$ cat config.mk
export PLATFORM = sky130hd
export DESIGN_NAME = sdram_pwrup_seq
export DESIGN_NICKNAME = d
export VERILOG_FILES = /design/src/rtl/sdram_pkg.sv /design/src/rtl/sync_2ff.sv /design/src/rtl/sdram_pwrup_seq.sv
export SDC_FILE = /design/constraint.sdc
export NUM_CORES = 1
export LEC_CHECK = 0
export BUFFER_PORTS_ARGS = -buffer_cell sky130_fd_sc_hd__buf_4
export CORE_ASPECT_RATIO = 0.7
export CORE_MARGIN = 4
export CORE_UTILIZATION = 52
export DETAILED_ROUTE_END_ITERATION = 12
export GPL_ROUTABILITY_DRIVEN = 0
export PLACE_DENSITY_LB_ADDON = 0.12
export SLEW_MARGIN = 20
export SYNTH_ARGS = -nofsm -noshare
export SYNTH_HDL_FRONTEND = slang
export SYNTH_SLANG_ARGS = --single-unit
$ cat constraint.sdc
create_clock -name i_clk -period 2.8 [get_ports i_clk]
set_input_delay 0.7 -clock i_clk [delete_from_list [all_inputs] [get_ports i_clk]]
set_output_delay 0.7 -clock i_clk [all_outputs]
set_load 0.01 [all_outputs]
$ cat src/rtl/sdram_pkg.sv
// Shared SDRAM definitions: init-sequencer states, command encodings
// ({cs_n, ras_n, cas_n, we_n}) and the shortened power-up wait for fast simulation.
package sdram_pkg;

  typedef enum logic [3:0] {
    ST_WAIT_LOCK,
    ST_PWRUP_WAIT,
    ST_PRECHARGE,
    ST_WAIT_RP,
    ST_REFRESH,
    ST_WAIT_RFC,
    ST_LOAD_MODE,
    ST_WAIT_MRD,
    ST_DONE
  } pwrup_state_e;

  localparam logic [3:0] CMD_NOP       = 4'b0111;
  localparam logic [3:0] CMD_PRECHARGE = 4'b0010;
  localparam logic [3:0] CMD_REFRESH   = 4'b0001;
  localparam logic [3:0] CMD_LOAD_MODE = 4'b0000;

  localparam logic [15:0] FAST_SIM_PWRUP_CYC = 16'd16;

  // A wait of n cycles ends when the counter, started at 0, hits n-1.
  function automatic logic [15:0] last_cyc(input int n);
    return 16'(n - 1);
  endfunction

endpackage

$ cat src/rtl/sync_2ff.sv
// Two-flop synchroniser for a single asynchronous level signal.
// Clears to 0 on asynchronous active-low reset.
module sync_2ff (
  input  logic i_clk,
  input  logic i_rstn,
  input  logic i_d,
  output logic o_q
);

  logic r_s1;
  logic r_s2;

  always_ff @(posedge i_clk or negedge i_rstn) begin
    if (!i_rstn) begin
      r_s1 <= 1'b0;
      r_s2 <= 1'b0;
    end else begin
      r_s1 <= i_d;
      r_s2 <= r_s1;
    end
  end

  assign o_q = r_s2;

endmodule

$ cat src/rtl/sdram_pwrup_seq.sv
// SDRAM power-up sequencer: lock wait, stabilisation, PRECHARGE ALL, AUTO REFRESH
// burst, LOAD MODE. SDRAM_PWRUP_FAST_SIM_EN shortens the power-up wait to 16 cycles.
module sdram_pwrup_seq
  import sdram_pkg::*;
#(
  parameter int          CLK_FREQ_MHZ  = 133,
  parameter int          PWRUP_US      = 200,
  parameter int          T_RP_CYC      = 3,
  parameter int          T_RFC_CYC     = 9,
  parameter int          T_MRD_CYC     = 2,
  parameter int          REFRESH_COUNT = 8,
  parameter logic [12:0] MODE_REG      = 13'h0030
) (
  input  logic        i_clk,
  input  logic        i_rstn,
  input  logic        i_pll_locked,
  output logic        o_cke,
  output logic [3:0]  o_cmd,
  output logic [12:0] o_addr,
  output logic [1:0]  o_ba,
  output logic        o_init_done
);

`ifdef SDRAM_PWRUP_FAST_SIM_EN
  localparam bit FAST_SIM = 1'b1;
`else
  localparam bit FAST_SIM = 1'b0;
`endif

  localparam logic [15:0] PWRUP_LAST = FAST_SIM ?
    (FAST_SIM_PWRUP_CYC - 16'd1) :
    last_cyc(CLK_FREQ_MHZ * PWRUP_US);
  localparam logic [15:0] RP_LAST  = last_cyc(T_RP_CYC);
  localparam logic [15:0] RFC_LAST = last_cyc(T_RFC_CYC);
  localparam logic [15:0] MRD_LAST = last_cyc(T_MRD_CYC);
  localparam logic [3:0]  REF_N    = 4'(REFRESH_COUNT);

  logic         w_locked;
  pwrup_state_e r_state;
  pwrup_state_e w_next;
  logic [15:0]  r_wait_cnt;
  logic [15:0]  w_wait_nxt;
  logic [3:0]   r_ref_cnt;
  logic [3:0]   w_ref_nxt;

  logic         r_cke;
  logic [3:0]   r_cmd;
  logic [12:0]  r_addr;
  logic [1:0]   r_ba;
  logic         r_done;

  logic         w_cke;
  logic [3:0]   w_cmd;
  logic [12:0]  w_addr;
  logic [1:0]   w_ba;
  logic         w_done;

  sync_2ff u_lock_sync (
    .i_clk  (i_clk),
    .i_rstn (i_rstn),
    .i_d    (i_pll_locked),
    .o_q    (w_locked)
  );

  always_ff @(posedge i_clk or negedge i_rstn) begin
    if (!i_rstn) begin
      r_state    <= ST_WAIT_LOCK;
      r_wait_cnt <= 16'd0;
      r_ref_cnt  <= 4'd0;
      r_cke      <= 1'b0;
      r_cmd      <= CMD_NOP;
      r_addr     <= 13'd0;
      r_ba       <= 2'd0;
      r_done     <= 1'b0;
    end else begin
      r_state    <= w_next;
      r_wait_cnt <= w_wait_nxt;
      r_ref_cnt  <= w_ref_nxt;
      r_cke      <= w_cke;
      r_cmd      <= w_cmd;
      r_addr     <= w_addr;
      r_ba       <= w_ba;
      r_done     <= w_done;
    end
  end

  always_comb begin
    w_next     = r_state;
    w_wait_nxt = r_wait_cnt;
    w_ref_nxt  = r_ref_cnt;
    unique case (r_state)
      ST_WAIT_LOCK: begin
        w_wait_nxt = 16'd0;
        if (w_locked) w_next = ST_PWRUP_WAIT;
      end
      ST_PWRUP_WAIT: begin
        if (r_wait_cnt == PWRUP_LAST) begin
          w_next     = ST_PRECHARGE;
          w_wait_nxt = 16'd0;
        end else begin
          w_wait_nxt = r_wait_cnt + 16'd1;
        end
      end
      ST_PRECHARGE: begin
        w_next = ST_WAIT_RP;
      end
      ST_WAIT_RP: begin
        if (r_wait_cnt == RP_LAST) begin
          w_next     = ST_REFRESH;
          w_wait_nxt = 16'd0;
        end else begin
          w_wait_nxt = r_wait_cnt + 16'd1;
        end
      end
      ST_REFRESH: begin
        w_next = ST_WAIT_RFC;
        if (r_ref_cnt != 4'hF) w_ref_nxt = r_ref_cnt + 4'd1;
      end
      ST_WAIT_RFC: begin
        if (r_wait_cnt == RFC_LAST) begin
          w_wait_nxt = 16'd0;
          if (r_ref_cnt < REF_N) w_next = ST_REFRESH;
          else w_next = ST_LOAD_MODE;
        end else begin
          w_wait_nxt = r_wait_cnt + 16'd1;
        end
      end
      ST_LOAD_MODE: begin
        w_next = ST_WAIT_MRD;
      end
      ST_WAIT_MRD: begin
        if (r_wait_cnt == MRD_LAST) begin
          w_next     = ST_DONE;
          w_wait_nxt = 16'd0;
        end else begin
          w_wait_nxt = r_wait_cnt + 16'd1;
        end
      end
      ST_DONE: begin
        w_next = ST_DONE;
      end
      default: begin
        w_next     = ST_WAIT_LOCK;
        w_wait_nxt = 16'd0;
        w_ref_nxt  = 4'd0;
      end
    endcase
    // Losing lock anywhere abandons the sequence and starts over.
    if (!w_locked) begin
      w_next     = ST_WAIT_LOCK;
      w_wait_nxt = 16'd0;
      w_ref_nxt  = 4'd0;
    end
  end

  // Outputs decode the next state so the registered pins line up with r_state.
  always_comb begin
    w_cke  = (w_next != ST_WAIT_LOCK);
    w_cmd  = CMD_NOP;
    w_addr = 13'd0;
    w_ba   = 2'd0;
    w_done = (w_next == ST_DONE);
    unique case (w_next)
      ST_PRECHARGE: begin
        w_cmd  = CMD_PRECHARGE;
        w_addr = 13'h0400;
      end
      ST_REFRESH: begin
        w_cmd = CMD_REFRESH;
      end
      ST_LOAD_MODE: begin
        w_cmd  = CMD_LOAD_MODE;
        w_addr = MODE_REG;
      end
      default: begin
        w_cmd = CMD_NOP;
      end
    endcase
  end

  assign o_cke       = r_cke;
  assign o_cmd       = r_cmd;
  assign o_addr      = r_addr;
  assign o_ba        = r_ba;
  assign o_init_done = r_done;

endmodule

; After elaboration in Yosys (flattened, before gate mapping)
; Index checks and enable logic that the tools add are counted.
; Widths: inputs -> output; s select.
[word_totals]
out_inout_bits = 21
wordCells = 55
in_bits = 3
regBits = 45
[op_classes]
reduce_logical = 5
n_addsub = 2
eq_ne = 20
mux = 18
order_cmp = 1
[ops]
columns = operator, n
row1 = $mux 16, 5
row2 = $pmux 16 s5, 1
row3 = $pmux 4 s9, 1
row4 = $mux 4, 7
row5 = $eq 4x3->1 const B, 6
row6 = $pmux 11 s2, 1
row7 = $add 16x1->16 const B, 1
row8 = $eq 16x1->1 const B, 1
row9 = $eq 16x15->1 const B, 1
row10 = $eq 16x2->1 const B, 1
row11 = $eq 16x4->1 const B, 1
row12 = $eq 4x2->1 const B, 3
row13 = $pmux 3 s3, 1
row14 = $eq 4x4->1 const B, 2
row15 = $pmux 4 s2, 1
row16 = $reduce_or 8->1, 1
row17 = $add 4x1->4 const B, 1
row18 = $eq 4x1->1 const B, 1
row19 = $logic_not 4->1, 1
row20 = $lt 4x4->1 const B, 1
row21 = $ne 2x2->1 const B, 2
row22 = $ne 4x4->1 const B, 1
row23 = $reduce_bool 4->1, 1
row24 = $reduce_or 4->1, 1
row25 = 3 further kinds, 3

; Longest topological paths before layout
; Gate-level depths: netlist of the first run.
[depth]
word_depth = 7
mapped_depth = 8
mapped_depth_nobuf = 7

; Cells and area by module
; Synthesis of the first run repeated with hierarchy kept, for this count alone.
[unflattened]
cells_unflattened = 225
hier_area_um2 = 2084.5
[by_module_without_submodules]
columns = module, cells_each, area_per_inst_um2, instances, seq_area_each_um2
row1 = sdram_pwrup_seq, 223, 2034.5, 1, 779.5
row2 = sync_2ff, 2, 50.0, 1, 50.0

; Worst setup path before layout of the first run
; No wires, ideal clock.
[synth_path]
path_type = reg-to-reg
startpoint = register r_wait_cnt[11]
endpoint = register r_wait_cnt[12]
period_less_slack_ps = 2320
setup_slack_ps = 480
arrival_time_ps = 2187
path_stages_with_launch = 8
t_required_ps = 2667
n_path_buf = 2
setup_ps = 133
cell_sequence = dfrtp_1 buf_6 or4_4 or4b_4 o21a_4 o21ai_4 buf_6 o211ai_2
[synth_between]
elab_chain_cells = 4
word_cells_on_any_way = 11
classes_between = 1 x add/sub / 4 x eq/ne / 6 x mux
[synth_lines]
columns = element, line_no
row1 = from (decl), sdram_pwrup_seq.sv:41  ; logic [15:0] r_wait_cnt;
row2 = from (signal assigned), sdram_pwrup_seq.sv:77  ; r_wait_cnt <= w_wait_nxt;
row3 = $add 16x1->16 (tied with other cells), -
row4 = $mux 16 (on tied branches), -
row5 = $pmux 16 s5 *, sdram_pwrup_seq.sv:91  ; unique case (r_state)
row6 = $mux 16 *, sdram_pwrup_seq.sv:149  ; if (!w_locked) begin
; Mark *: on every way between the ends. The rest lies on a longest branch, timed or not.
; A chain may end at the register's enable or synchronous reset.

; Worst setup path after layout of the first run
[layout_path]
startpoint = register r_wait_cnt[8]
endpoint = register r_wait_cnt[13]
; The elaborated chain is that of the path after synthesis.

==> results.yml, run 1 <==
outcome:
  outcome: "finished clean"
synth:
  synth_common_cells: "nand2_1 (34), dfrtp_1 (30), buf_4 (14)"
  synth_cells: 223
  ys_seq_elements: 33
  synth.most_common_cell: "nand2_1"
  ys_types: 45
  synth_edf_count: 0
  synth_seq_area_share_pct: 40.9
  synth_top_area_share_pct: 37.0
  synth_area_leaders: "dfrtp_1 (37%), nand2_1 (6.3%), buf_4 (5.2%), dfstp_2 (3.9%), ha_1 (3.1%)"
  syn_avg_cell_area_um2: 9.10
  synth-main-ff-cell: "dfrtp_1"
  synth_area_mm2: 0.00203
  yosysWarningCount: 0
  async_flop_share_pct: 100
  synth_top_area_cell: "dfrtp_1"
sta:
  min_period_ns: 2.67
  rsz0062_at_grt: "no"
  relSlewSlack_pct: 58.5
  setup_viol: 0
  max_freq_mhz: 374
  clock_skew_ns: 0.00853
  tightest_slew_ns: 0.623
  final_max_slew_viol_count: 0
  hold_viol_final: 0
  finalCritPeriodShare_pct: 95.4
  tns_ns: 0
floorplanning:
  start_util_pct: 55.6
  rows: 18
  core-area_mm2: 0.00365
  die-width_um: 82.7
  io_pins: 24
  dieHeight_um: 60.3
  die_area_mm2: 0.00498
routing:
  vias: 1651
  dr.pass1.iters: 4
  drc: 0
  met2WireLength_um: 1920
  routed_via_density: 5.81
  maxUsedRoutingLayer: "met4"
  drt_iter0_drc: 231
  totalWireLength_um: 4490
  postRouteAntennaNets: 0
  wl_met3_um: 399
  post_drt_wl_per_cell_um: 15.8
  wl_met1_um: 2110
grt:
  gr-total-overflow: 0
  grt_pass1_vias: 1595
  grt_pass1_wl_um: 7760
  grt_max_degree: 34
  antenna_found_initial: 0
  grt.total_usage_pct: 21.0
cts:
  clkLatencyLatePin_ns: 0.29
  clock_path_buffers: 2
  h-tree-depth: 2
  root_buffer: "clkbuf_8"
  postCtsSetupRepairBufs: 0
  cts_buffers: 5
  cts_sinks: 33
  clk_pin_slew_ns: 0.07
  cts_hold_repair.buffers: 0
  tritoncts: "yes"
final_layout:
  seq_area_um2: 830
  drive_above_1_share_pct: 17.5
  area_growth_pct: 8.01
  antenna_cells: 0
  multiInputGateArea_mm2: 0.00106
  n_fill_cell: 325
  nNetsFinal: 241
  utilization_pct: 60.1
critical_path:
  cp-end-kind: "flip-flop"
  r2r-end: "r_wait_cnt[13]$_DFFE_PN0P_"
  start_kind: "flip-flop"
  crit_path_max_incr_delay_ns: 0.60
  worst-setup-path-type: "reg2reg"
  path_cells: "or4_1, or4b_4, o21a_4, o21ai_4, o311ai_0"
  slowest_stage: "or4_1"
  required_ns: 2.94
  path_max_fanout: 14
  r2r-start: "r_wait_cnt[8]$_DFFE_PN0P_"
  rrSetupSlack_ns: 0.13
  arrival_ns: 2.81
  worst_r2r_path_depth: 5
power:
  clock_power_share_pct: 42.2
  ir_drop_mv: 0.346
  switching_share_pct: 22.7
  p_sw_mw: 0.209
  p_leak_nw: 0.947
  p_total_mw: 0.922
  seqPwrFrac_pct: 52.6
  intPower_mw: 0.713
  power_frac_comb_pct: 5.2
  powerDensity_mw_per_mm2: 421
placed_design:
  port_buffers: 10
  dp_hpwl_um: 3250
flow_run:
  drv_cap: 0
worst_hold_path:
  worstHoldPathType: "in2async"
## cell families after synthesis
logic type                 synth area share [%]
muxes                                      1.05
adders and majority gates                  3.08
DFF                                        40.9
and+or+nand+nor                            27.1
other                                     0.185
xor gates and xnor gates                   2.16
buffers and inverters                      8.94
AOI/OAI and AO/OA                          16.6
## cells in the final DEF, fill, tap and decap left out, types with 4 or more instances in the layout
cell type  count
a21oi_1        5
and3_1         8
buf_4         15
clkbuf_8       7
conb_1        13
dfrtp_1       30
ha_1           5
inv_1          6
nand2_1       34
nand3_1       11
nand3b_1       4
nor2_1        13
nor3_1         6
o211ai_2       4
o21ai_0       10
o21ai_1        8
or3_1          4
or4_1          5
xnor2_1        5
## power groups by stage
stage / clock [mW] / combinational, mW / sequential, mW
after floorplan: 0 / 0.0438 / 0.493
after global placement: 0 / 0.0464 / 0.494
after detailed placement: 0 / 0.0480 / 0.494
after CTS: 0.397 / 0.0480 / 0.485
after global routing: 0.422 / 0.0546 / 0.485
final: 0.389 / 0.0480 / 0.485
## critical path, delay by kind of cell, from the launching register on
| family | cells | cell delay (ns) |
|---|---|---|
| simple gates | 2 | 1.18 |
| compound gates | 3 | 0.91 |
| flops | 1 | 0.44 |
## worst max path at each step
| stage | startpoint | depth (start not counted) | to |
|---|---|---|---|
| after floorplan | r_wait_cnt[11]$_DFFE_PN0P_ | 7 | r_wait_cnt[12]$_DFFE_PN0P_ |
| after global placement | r_wait_cnt[8]$_DFFE_PN0P_ | 5 | r_wait_cnt[11]$_DFFE_PN0P_ |
| after detailed placement | r_wait_cnt[8]$_DFFE_PN0P_ | 5 | r_wait_cnt[13]$_DFFE_PN0P_ |
| after CTS | r_wait_cnt[8]$_DFFE_PN0P_ | 5 | r_wait_cnt[13]$_DFFE_PN0P_ |
| after global routing | r_wait_cnt[4]$_DFFE_PN0P_ | 5 | r_wait_cnt[11]$_DFFE_PN0P_ |
| final | r_wait_cnt[8]$_DFFE_PN0P_ | 5 | r_wait_cnt[13]$_DFFE_PN0P_ |
## cell type report
cell class | instances | area share [%]
Inverter | 6 | 1.03
Multi-Input combinational cell | 172 | 48.5
Clock buffer | 7 | 4.39
Sequential cell | 33 | 37.8
Tap cell | 50 | 2.85
Timing Repair Buffer | 15 | 5.14
Clock inverter | 1 | 0.228
## layer usage
layer	vias to the layer above	track usage (%)
met4	0	8.16
li1	794	-
met5	-	0
met2	70	29.0
met1	779	30.4
met3	8	6.78
## state kept, by name, indices dropped and copies added, names as in the netlist
name / cells
o_cke: 1
u_lock_sync.o_q: 1
r_wait_cnt: 16
r_state: 4
o_init_done: 1
o_cmd: 3
o_addr: 2
u_lock_sync.r_s1: 1
r_ref_cnt: 4
## metrics by stage
step | hold WS [ns] | std cells | setup slack, ns | instance area, µm²
final | 0.341 | 284 | 0.130 | 2190
after global routing | 0.369 | 284 | 0.00375 | 2190
after CTS | 0.359 | 284 | 0.177 | 2190
after detailed placement | 0.352 | 276 | 0.172 | 2090
after global placement | 0.332 | 276 | 0.256 | 2090
after floorplan | 0.331 | 235 | 0.480 | 2070
## what timing repair did
item                       CTS  global route
resized for setup            0             0
hold endpoints to repair     0             0
setup endpoints to repair    0             1
(Power assumes the default switching activity.)
==> run 2, diff against run 1 <==
SETUP_SLACK_MARGIN = 0.4   (was default)
==> run 2 against run 1 <==
Worst setup slack better by 0.26 ns. Flip-flop and latch count unchanged. Sequential power hardly changed. Die area stayed put. First-iteration DRC count grew 13%. Fmax is 11% higher. Combinational power rose by 24%. Critical path type unchanged. Critical endpoint is now r_wait_cnt[6]$_DFFE_PN0P_. Largest power group unchanged.
==> results.yml, run 2 (same netlist as run 1, synthesis figures left out) <==
flow_run:
  drv_cap: 0
final_layout:
  antenna_cells: 0
  reg.largest.list: "r_wait_cnt (16), r_ref_cnt (4), r_state (4)"
  n_fill_cell: 296
  most-common-layout-cells: "nand2_1 (34), buf_4 (30), dfrtp_1 (26), nor2_1 (13), conb_1 (13)"
  final_common_cell: "nand2_1"
  largest_reg_flops: 16
  drive_above_1_share_pct: 25.9
  final_area_mm2: 0.00236
  top_register: "r_wait_cnt"
  nNetsFinal: 258
  area_growth_pct: 16.5
routing:
  dr.pass1.iters: 4
  drt_iter0_drc: 261
  routed_via_density: 5.89
  vias: 1772
  postRouteAntennaNets: 0
  totalWireLength_um: 4910
  post_drt_wl_per_cell_um: 16.3
  drc: 0
sta:
  tns_ns: 0
  max_freq_mhz: 416
  clock_skew_ns: 0.00736
  rsz0062_at_grt: "yes"
  finalCritPeriodShare_pct: 85.9
  tightest_slew_ns: 0.671
  final_max_slew_viol_count: 0
  min_period_ns: 2.41
  hold_slack_ns: 0.342
  relSlewSlack_pct: 54.7
  setup_viol: 0
  hold_viol_final: 0
power:
  ir_drop_mv: 0.346
  powerDensity_mw_per_mm2: 394
  p_leak_nw: 1.04
floorplanning:
  die_area_mm2: 0.00498
  rows: 18
  dieHeight_um: 60.3
  die-width_um: 82.7
  io_pins: 24
  core-area_mm2: 0.00365
  start_util_pct: 55.6
outcome:
  outcome: "finished clean"
critical_path:
  arrival_ns: 2.56
  crit_start: "r_wait_cnt[5]$_DFFE_PN0P_"
  worst-setup-path-type: "reg2reg"
  required_ns: 2.95
  worst-path-buf-inv: 1
  slowest_stage: "or4_4"
  cp_top_family: "simple AND/OR/NAND/NOR gates"
  crit_path_max_incr_delay_ns: 0.58
  cp-end-kind: "flip-flop"
  path_cells: "or4_4, or4_4, o2bb2ai_4, o21ai_4, buf_12, o211ai_2"
  critPathMostFrequentCell: "or4_4"
  path_max_fanout: 9
  r2r-start: "r_wait_cnt[5]$_DFFE_PN0P_"
  start_kind: "flip-flop"
placed_design:
  dp_hpwl_um: 3250
  place_area_mm2: 0.00209
  port_buffers: 10
cts:
  h-tree-depth: 2
  cts_buffers: 5
  clkLatencyLatePin_ns: 0.29
  cts_hold_repair.buffers: 0
  tritoncts: "yes"
  cts_sinks: 33
  root_buffer: "clkbuf_8"
  clk_pin_slew_ns: 0.07
  clock_path_buffers: 2
grt:
  grt_pass1_vias: 1669
  antenna_found_initial: 0
  grt_max_degree: 34
  grt.total_usage_pct: 22.0
  gr-total-overflow: 0
  grt_pass1_wl_um: 8110
worst_hold_path:
  worstHoldPathType: "in2async"
-- run 2: changes by cell type in the layout (fill, tap and decap cells not counted), sizes merged --
cell / delta
buf: +17
-- run 2: worst paths after layout --
check | endpoint | slack, ns | cells past startpoint
max in group asynchronous | r_wait_cnt[0]$_DFFE_PN0P_ | 2.13 | 1
min in group i_clk | u_lock_sync.o_q$_DFF_PN0_ | 0.37 | 0
setup reg to reg | r_wait_cnt[6]$_DFFE_PN0P_ | 0.39 | 6
hold reg to reg | u_lock_sync.o_q$_DFF_PN0_ | 0.37 | 0
setup / recovery | r_wait_cnt[6]$_DFFE_PN0P_ | 0.39 | 6
hold / removal | o_cke$_DFF_PN0_ | 0.34 | 1
-- run 2: through the flow --
step           cells  setup WS, ns  total power, mW  util, %
6_report         301         0.394            0.932     64.8
5_1_grt          301         0.331            0.974     64.8
4_1_cts          293         0.410            0.935     63.0
3_5_place_dp     276         0.172            0.542     57.3
3_3_place_gp     276         0.256            0.540     57.3
2_1_floorplan    235         0.480            0.537        -
-- run 2: repair_timing --
action                     CTS  global route
setup endpoints to repair   14            18
resized for setup            8             3
pin swaps                    3             2
buffers inserted             9             8
-- run 2: where the power goes --
group | total, mW | internal [mW] | switching (mW)
sequential | 0.485 | 0.481 | 0.00409
clock | 0.387 | 0.222 | 0.165
combinational | 0.0596 | 0.0189 | 0.0407
total | 0.932 | 0.722 | 0.210
-- run 2: cell type report --
type | instances | area [µm²] | share of cell area (%)
sequential | 33 | 835 | 35.3
clock inverter | 1 | 5.00 | 0.212
timing repair buffer | 32 | 256 | 10.9
multi-input combinational | 172 | 1090 | 46.0
clock buffer | 7 | 96.3 | 4.08
inverter | 6 | 22.5 | 0.953
tap | 50 | 62.6 | 2.65
-- run 2: per-layer routing --
| layer | vias to the layer above | global-route usage (%) | routed length (µm) |
|---|---|---|---|
| met5 | - | 0 | 0 |
| met2 | 98 | 31.1 | 2140 |
| met4 | 0 | 9.32 | 94 |
| met3 | 13 | 6.02 | 484 |
| met1 | 832 | 31.6 | 2190 |
| li1 | 829 | - | - |
